## src/rtl/memory_pkg.sv

```systemverilog
// Shared constants, cell encoding and helpers for the Connect-4 board store.
package memory_pkg;

    localparam int ROWS      = 32;
    localparam int COLS      = 8;
    localparam int CELL_W    = 2;
    localparam int WIN       = 4;
    localparam int ROW_W     = 16;
    localparam int BANK_ROWS = ROWS / 2;
    localparam int WIN_W     = WIN * ROW_W;

    typedef enum logic [CELL_W-1:0] {
        EMPTY = 2'b00,
        P0    = 2'b01,
        P1    = 2'b10
    } cell_e;

    function automatic cell_e player_cell(input logic player);
        return player ? P1 : P0;
    endfunction

endpackage

```

## src/rtl/memory_window_mux.sv

```systemverilog
// Selects a WIN-row vertical window from one 16-row bank, wrapping modulo 16.
module memory_window_mux
    import memory_pkg::*;
(
    input  logic [BANK_ROWS-1:0][ROW_W-1:0] rows,
    input  logic [3:0]                      top_row,
    output logic [WIN_W-1:0]                window
);

    logic [3:0] idx;

    // Newest (top) row lands in the most significant slice; 4-bit subtraction gives the wrap.
    always_comb begin
        window = '0;
        idx    = '0;
        for (int k = 0; k < WIN; k++) begin
            idx = top_row - 4'(k);
            window[(WIN-1-k)*ROW_W +: ROW_W] = rows[idx];
        end
    end

endmodule

```

## src/rtl/memory.sv

```systemverilog
// Connect-4 board storage: single-cell token writes, dual-bank 4-row window reads.
module memory
    import memory_pkg::*;
(
    input  logic             clk,
    input  logic             rst_n,
    input  logic             wen,
    input  logic             ren,
    input  logic             Player,
    input  logic [2:0]       colval,
    input  logic [4:0]       waddr,
    input  logic [4:0]       rdaddr,
    output logic [WIN_W-1:0] Hdataline,
    output logic [WIN_W-1:0] Ldataline
);

    logic [ROWS-1:0][ROW_W-1:0] board_q, board_d;
    logic [WIN_W-1:0]           hdata_q, hdata_d;
    logic [WIN_W-1:0]           ldata_q, ldata_d;
    logic [WIN_W-1:0]           h_window, l_window;
    logic [3:0]                 cell_lsb;
    logic                       unused_rdaddr_msb;

    // rdaddr[4] is reserved: both banks always use the same 4-bit window index.
    assign unused_rdaddr_msb = rdaddr[4];
    assign cell_lsb          = {colval, 1'b0};

    memory_window_mux u_bank0_mux (
        .rows    (board_q[BANK_ROWS-1:0]),
        .top_row (rdaddr[3:0]),
        .window  (h_window)
    );

    memory_window_mux u_bank1_mux (
        .rows    (board_q[ROWS-1:BANK_ROWS]),
        .top_row (rdaddr[3:0]),
        .window  (l_window)
    );

    // Windows come from board_q, so a same-edge write is only visible to later reads.
    always_comb begin
        board_d = board_q;
        hdata_d = hdata_q;
        ldata_d = ldata_q;
        if (wen) begin
            board_d[waddr][cell_lsb +: CELL_W] = player_cell(Player);
        end
        if (ren) begin
            hdata_d = h_window;
            ldata_d = l_window;
        end
    end

    always_ff @(posedge clk or negedge rst_n) begin
        if (!rst_n) begin
            board_q <= '0;
            hdata_q <= '0;
            ldata_q <= '0;
        end else begin
            board_q <= board_d;
            hdata_q <= hdata_d;
            ldata_q <= ldata_d;
        end
    end

    assign Hdataline = hdata_q;
    assign Ldataline = ldata_q;

endmodule

```

## config.mk

```make
export PLATFORM = sky130hd
export DESIGN_NAME = memory
export DESIGN_NICKNAME = d
export VERILOG_FILES = /design/src/rtl/memory_pkg.sv /design/src/rtl/memory_window_mux.sv /design/src/rtl/memory.sv
export SDC_FILE = /design/constraint.sdc
export NUM_CORES = 2
export LEC_CHECK = 0
export ABC_AREA = 0
export BUFFER_PORTS_ARGS = -buffer_cell sky130_fd_sc_hd__buf_2
export CAP_MARGIN = 0
export CORE_AREA = 2 2 265 267
export CTS_BUF_LIST = sky130_fd_sc_hd__clkbuf_4 sky130_fd_sc_hd__clkbuf_8
export DETAILED_ROUTE_END_ITERATION = 8
export DIE_AREA = 0 0 267 269
export HOLD_SLACK_MARGIN = 0.1
export PLACE_DENSITY = 0.76
export SYNTH_ARGS = -nofsm -noshare
export SYNTH_HDL_FRONTEND = slang
export SYNTH_HIERARCHICAL = 1
export SYNTH_SLANG_ARGS = --single-unit
export TNS_END_PERCENT = 1
```

## constraint.sdc

```tcl
create_clock -name clk -period 2.3 [get_ports clk]
set_input_delay 0.115 -clock clk [delete_from_list [all_inputs] [get_ports clk]]
set_output_delay 0.115 -clock clk [all_outputs]
set_load 0.01 [all_outputs]
```

Word level (Yosys, flattened, before mapping)

Cells that the tools add are included.

Bits in registers: 640
Logic and storage cells: 67
ROM bits: 0
Latch bits: 0
Bits of input ports: 18
Output and inout port bits: 128
Memories: 0
RAM bits: 0

Add/sub/neg operators: 4
Bitwise gates (word level): 0
$mul: 0
Reductions and logical operators: 1
Muxes and demuxes: 20
Div/mod/pow operators: 0
Magnitude comparators: 6
Shifts and indexed selects: 2
Eq/ne operators: 0

Operators by type and width:

| kind                   | count |
|---|---|
| $bmux 16 s4            | 8 |
| $bwmux 512             | 1 |
| $mux 16                | 9 |
| $demux 16 s5           | 1 |
| $lt 4x5->1 const B     | 4 |
| $shift 2x6->16 const A | 1 |
| $shiftx 2x6->16        | 1 |
| $sub 4x2->4 const B    | 2 |
| $lt 5x6->1 const B     | 1 |
| $neg 4->6              | 1 |
| $ge 5x1->1 const B     | 1 |
| $sub 4x1->4 const B    | 1 |
| $mux 2                 | 1 |
| $logic_and 1x1->1      | 1 |

Logic depth before layout (Yosys ltp)

Depth after elaboration: 5
Mapped depth: 13

Modules after synthesis

The synthesis kept the hierarchy.

By module, submodules not included:

| module            | area each (um^2) | cells each | instances |
|---|---|---|---|
| memory            | 25374.3          | 1875       | 1 |
| memory_window_mux | 7787.5           | 691        | 2 |

Worst setup path after synthesis

No wires, ideal clock.

Path kind: input to register
From: input rdaddr[2]
To: register hdata_q[16] (netlist: Hdataline[16])
Buffers on the path: 6
Required time: 2.175 ns
Stages on the path: 12
Path slack: -0.317 ns
Setup time: 0.125 ns
Data arrival time: 2.492 ns
Cell sequence: buf_6 -> buf_6 -> buf_4 -> inv_1 -> ha_1 -> buf_4 -> buf_2 -> buf_1 -> mux4_2 -> a22oi_1 -> nand2_1 -> mux2_2

Word-level cells in the longest chain between the ends: 3

Ends and longest elaborated chain:

| item                          | RTL line                | text |
|---|---|---|
| start: declaration            | memory.sv:12            | `input logic [4:0] rdaddr,` |
| $sub 4x2->4                   | memory_window_mux.sv:17 | `idx = top_row - 4'(k);` |
| $bmux 16 s4                   | memory_window_mux.sv:18 | `window[(WIN-1-k)*ROW_W +: ROW_W] = rows[idx];` |
| $mux 16 (not written as such) | memory_window_mux.sv:18 |  |
| via h_window[16]              | memory.sv:20            | `logic [WIN_W-1:0] h_window, l_window;` |
| end signal: assignment        | memory.sv:61            | `hdata_q <= hdata_d;` |
| end: declaration              | memory.sv:18            | `logic [WIN_W-1:0] hdata_q, hdata_d;` |

The timed path passes the listed nets, and every way through them passes these cells. The select of a mux whose other input is x is not followed.
A chain may end at the register's enable or synchronous reset.

Worst setup path after layout

From: input waddr[2]
To: register board_q[241] in the netlist's numbering

Word-level cells in the longest chain between the ends: 5

Ends and longest elaborated chain:

| item                                                                  | RTL line     | text |
|---|---|---|
| start: declaration                                                    | memory.sv:11 | `input logic [4:0] waddr,` |
| $lt 5x6->1 (not written as such) / $ge 5x1->1 (equally long branches) | memory.sv:46 | `board_d[waddr][cell_lsb +: CELL_W] = player_cell(Player);` |
| $logic_and 1x1->1 (not written as such)                               | memory.sv:46 |  |
| $mux 16 (not written as such)                                         | memory.sv:46 |  |
| $demux 16 s5 *                                                        | memory.sv:46 |  |
| $bwmux 512 *                                                          | memory.sv:46 |  |
| end signal: assignment                                                | memory.sv:60 | `board_q <= board_d;` |
| end: declaration                                                      | memory.sv:17 | `logic [ROWS-1:0][ROW_W-1:0] board_q, board_d;` |

Every way passes the cells marked *; elsewhere a longest branch is shown, timed or not.

==> out/qor_table.md <==
| Result | Value | Unit |
|:---|:---|:---|
| Run status | completed | - |
| Arrival time worst endpoint | 2.71 | ns |
| Width of the die | 267 | microns |
| Top cell type's share of synthesized area | 39.11 | % |
| Normalized max-slew margin | 22.46 | % |
| Total vias in the final route | 32590 | - |
| Sequential share of power | 41.4 | % |
| Maximum root-to-sink buffer count | 3 | - |
| Cts bufs inserted | 107 | - |
| Final ANT Viol Nets | 0 | - |
| Switching power as a share of total power | 28.61 | % |
| Routed metal-1 wirelength | 48740 | microns |
| Share of the core filled with cells in the final layout | 68.16 | % |
| Hold_buf cts | 6 | - |
| Per-cell via count in the routed design | 7.188 | - |
| Cell type with the highest aggregate area in the netlist | sky130_fd_sc_hd__dfrtp_1 | - |
| Final-layout worst hold slack | 0.1520 | ns |
| CP endpoint kind | register | - |
| Via count of the first global-routing pass | 32879 | - |
| Post-detailed-route DRC marker count | 0 | - |
| Antenna violations before repair | 3 | - |
| Max VDD drop | 0.5252 | mV |
| Library cell used as clock root buffer | sky130_fd_sc_hd__clkbuf_8 | - |
| Setup repair after global routing missed its margin | no | - |
| Row Count | 97 | - |
| Maximum fanout along the worst path | 16 | - |
| Std-Cell Core Area | 69300 | sq um |
| Portion of the post-synthesis area used by sequential elements | 39.11 | % |
| Clock transition at the register clock pins on the worst setup and hold paths after CTS | 0.06 | ns |
| Final period demand of the worst path | 2.106 | ns |
| Slew at the pin with the worst max-slew slack | 1.157 | ns |
| Cell count after synthesis | 3257 | - |
| Residual overflow from global routing | 0 | - |
| Routed length on met2 | 62330 | microns |
| Worst Setup Start Kind | primary input | - |
| Total setup buffers inserted after CTS | 0 | - |
| Weighted congestion reported at the end of routability-driven placement | 0.9910 | - |
| Routed wire length per instance | 29.77 | microns |
| Most frequent cell after synthesis | sky130_fd_sc_hd__dfrtp_1 | - |
| Nets | 3531 | - |
| Worst-skew pair later-pin latency | 0.76 | ns |
| Critical Path RT | 2.90 | ns |
| Most area-consuming cells after synthesis | sky130_fd_sc_hd__dfrtp_1 (39%), sky130_fd_sc_hd__mux4_2 (21%), sky130_fd_sc_hd__mux2_2 (15%) | - |
| Sum of routed wire length over all layers | 135000 | microns |
| Uppermost signal routing layer after detailed routing | met4 | - |
| Final slew viol count | 0 | - |
| Number of resized instances in the post-cts repair step | 0 | - |
| Sum of negative setup slack | 0 | ns |
| Synth async-reset ratio | 100.0 | % |
| Maximum frequency from static timing analysis | 474.8 | MHz |
| Number of violations reported at the end of detailed-routing iteration 0 | 4168 | - |
| Post-synthesis average cell area | 12.57 | sq um |
| Post-Synthesis Net Count | 3288 | - |
| Type of the tightest min-delay check | primary input to register | - |
| Combinational fraction of design power | 16.9 | % |
| Share of power burned in the clock network | 41.7 | % |
| Die Y | 269 | microns |
| Largest net degree at the start of global routing | 99 | - |
| Total net switching power | 0.008344 | W |
| GRT Resource Usage Total | 38.03 | % |
| Ratio of final minimum period to clock period | 91.56 | % |
| Fraction of layout instances using a drive strength above 1 | 45.20 | % |
| Multi-input gate area | 23570 | sq um |
| Total Power | 0.02916 | W |
| Internal cell power | 0.02082 | W |
| H-tree level count | 3 | - |
| CTS tree | yes | - |
| Hold violation total from the final report | 0 | - |
| Sum of net half-perimeters after detailed placement | 94240 | microns |
| Sinks on Clock Net | 640 | - |
| Sequential cell area in the final layout | 16020 | sq um |
| Synth unique cells | 58 | - |
| Filler Cell Count | 4896 | - |
| Pwr dens | 617.3 | nW/um^2 |
| Initial core utilization | 59.09 | % |
| Clock Skew | 0.03774 | ns |
| Max_cap viols | 0 | - |
| Met3 wire len | 15240 | microns |
| Ys Warns | 6 | - |
| # IOs | 146 | - |
| First-pass GRT wire length | 203400 | microns |
| Predominant post-synthesis flop cell | sky130_fd_sc_hd__dfrtp_1 | - |
| Netlist area before placement | 40950 | sq um |
| Crit Path Category | primary input to register | - |
| Leak pwr | 21.24 | nW |
| Number of setup violations in the final report | 0 | - |
| Port buffer count | 144 | - |
| Total of flip-flops plus latches after synthesis | 640 | - |
| Area of the die | 71820 | sq um |
| Synthesis-to-finish area growth | 15.35 | % |
| Top post-synthesis cells by count | sky130_fd_sc_hd__dfrtp_1 (640), sky130_fd_sc_hd__mux2_2 (543), sky130_fd_sc_hd__mux4_2 (384), sky130_fd_sc_hd__nand2_1 (349), sky130_fd_sc_hd__o21ai_0 (155) | - |
| Number of synthesized flops with an enable pin | 0 | - |
| Total iterations of the first detailed-routing run | 5 | - |
## metrics by stage
| step | cell area [sq um] | setup WS [ns] | std cells |
|---|---|---|---|
| after floorplan | 41120 | -0.03229 | 3257 |
| after global placement | 44570 | -0.1400 | 4325 |
| after detailed placement | 44570 | -0.1691 | 4325 |
| after CTS | 47230 | 0.2691 | 4531 |
| after global routing | 47230 | 0.1485 | 4533 |
| final | 47230 | 0.1940 | 4534 |
## cell usage in the layout (no fill, tap or decap), types with 128 or more instances in the layout
master / n
sky130_fd_sc_hd__clkbuf_8: 136
sky130_fd_sc_hd__buf_4: 207
sky130_fd_sc_hd__nor2_1: 148
sky130_fd_sc_hd__mux2i_1: 128
sky130_fd_sc_hd__buf_2: 139
sky130_fd_sc_hd__nand2_1: 349
sky130_fd_sc_hd__mux4_2: 384
sky130_fd_sc_hd__dfrtp_1: 640
sky130_fd_sc_hd__mux2_2: 543
sky130_fd_sc_hd__o21ai_0: 155
## per-layer routing
metal	GRT usage (%)	up-vias
met5	0	-
met1	49.09	16656
li1	-	13069
met4	22.02	0
met3	9.306	537
met2	59.16	2328
## path summary, 6_finish.rpt
path	depth (start not counted)	endpoint	slack, ns	from
worst max register to register	4	Ldataline[58]	0.31	board_q[442]
min in group asynchronous	3	board_q[359]	0.18	rst_n
max in group asynchronous	3	Hdataline[0]	1.61	rst_n
worst min register to register	1	Ldataline[5]	0.50	Ldataline[5]
worst min-delay path	5	board_q[30]	0.15	wen
worst max-delay path	8	board_q[241]	0.19	waddr[2]
## final cells by class
| class | instances | share of cell area, % |
|---|---|---|
| timing repair buffer | 429 | 8.140 |
| inverter | 10 | 0.08212 |
| clock inverter | 50 | 1.285 |
| clock buffer | 150 | 4.185 |
| antenna | 3 | 0.01589 |
| multi-input combinational | 2312 | 49.90 |
| tap | 940 | 2.490 |
| sequential | 640 | 33.91 |
## state kept, by name (all words and copies together), names as in the netlist
signal     count
Hdataline     64
Ldataline     64
board_q      512
## kinds of logic (layout without fill, tap and decap cells)
| logic type | after synthesis | after routing | share of synthesized area, % |
|---|---|---|---|
| AO/OA/AOI/OAI | 430 | 430 | 7.590 |
| XOR/XNOR | 16 | 16 | 0.4889 |
| adder cells (fa/ha/maj) | 13 | 13 | 0.3972 |
| buffers and inverters | 305 | 639 | 3.734 |
| flip-flops | 640 | 640 | 39.11 |
| multiplexers | 1067 | 1067 | 39.49 |
| other | 0 | 3 | 0 |
| AND/OR/NAND/NOR | 786 | 786 | 9.194 |
## worst max-delay path, cell delays in order
cell	delay (ns)
sky130_fd_sc_hd__dlygate4sd3_1	0.56
sky130_fd_sc_hd__buf_2	0.28
sky130_fd_sc_hd__nand4b_1	0.16
sky130_fd_sc_hd__dlygate4sd3_1	0.63
sky130_fd_sc_hd__nor2_1	0.37
sky130_fd_sc_hd__buf_4	0.22
sky130_fd_sc_hd__nand2_1	0.08
sky130_fd_sc_hd__mux2_2	0.28
## power by group through the flow
stage	Sequential, W	Clock, W	Combinational [W]
4_1_cts	0.0121	0.0123	0.00483
3_3_place_gp	0.0122	0	0.00468
2_1_floorplan	0.0122	0	0.00273
5_1_grt	0.0121	0.0127	0.00515
3_5_place_dp	0.0123	0	0.00479
6_report	0.0121	0.0122	0.00492
(Power assumes the default switching activity.)
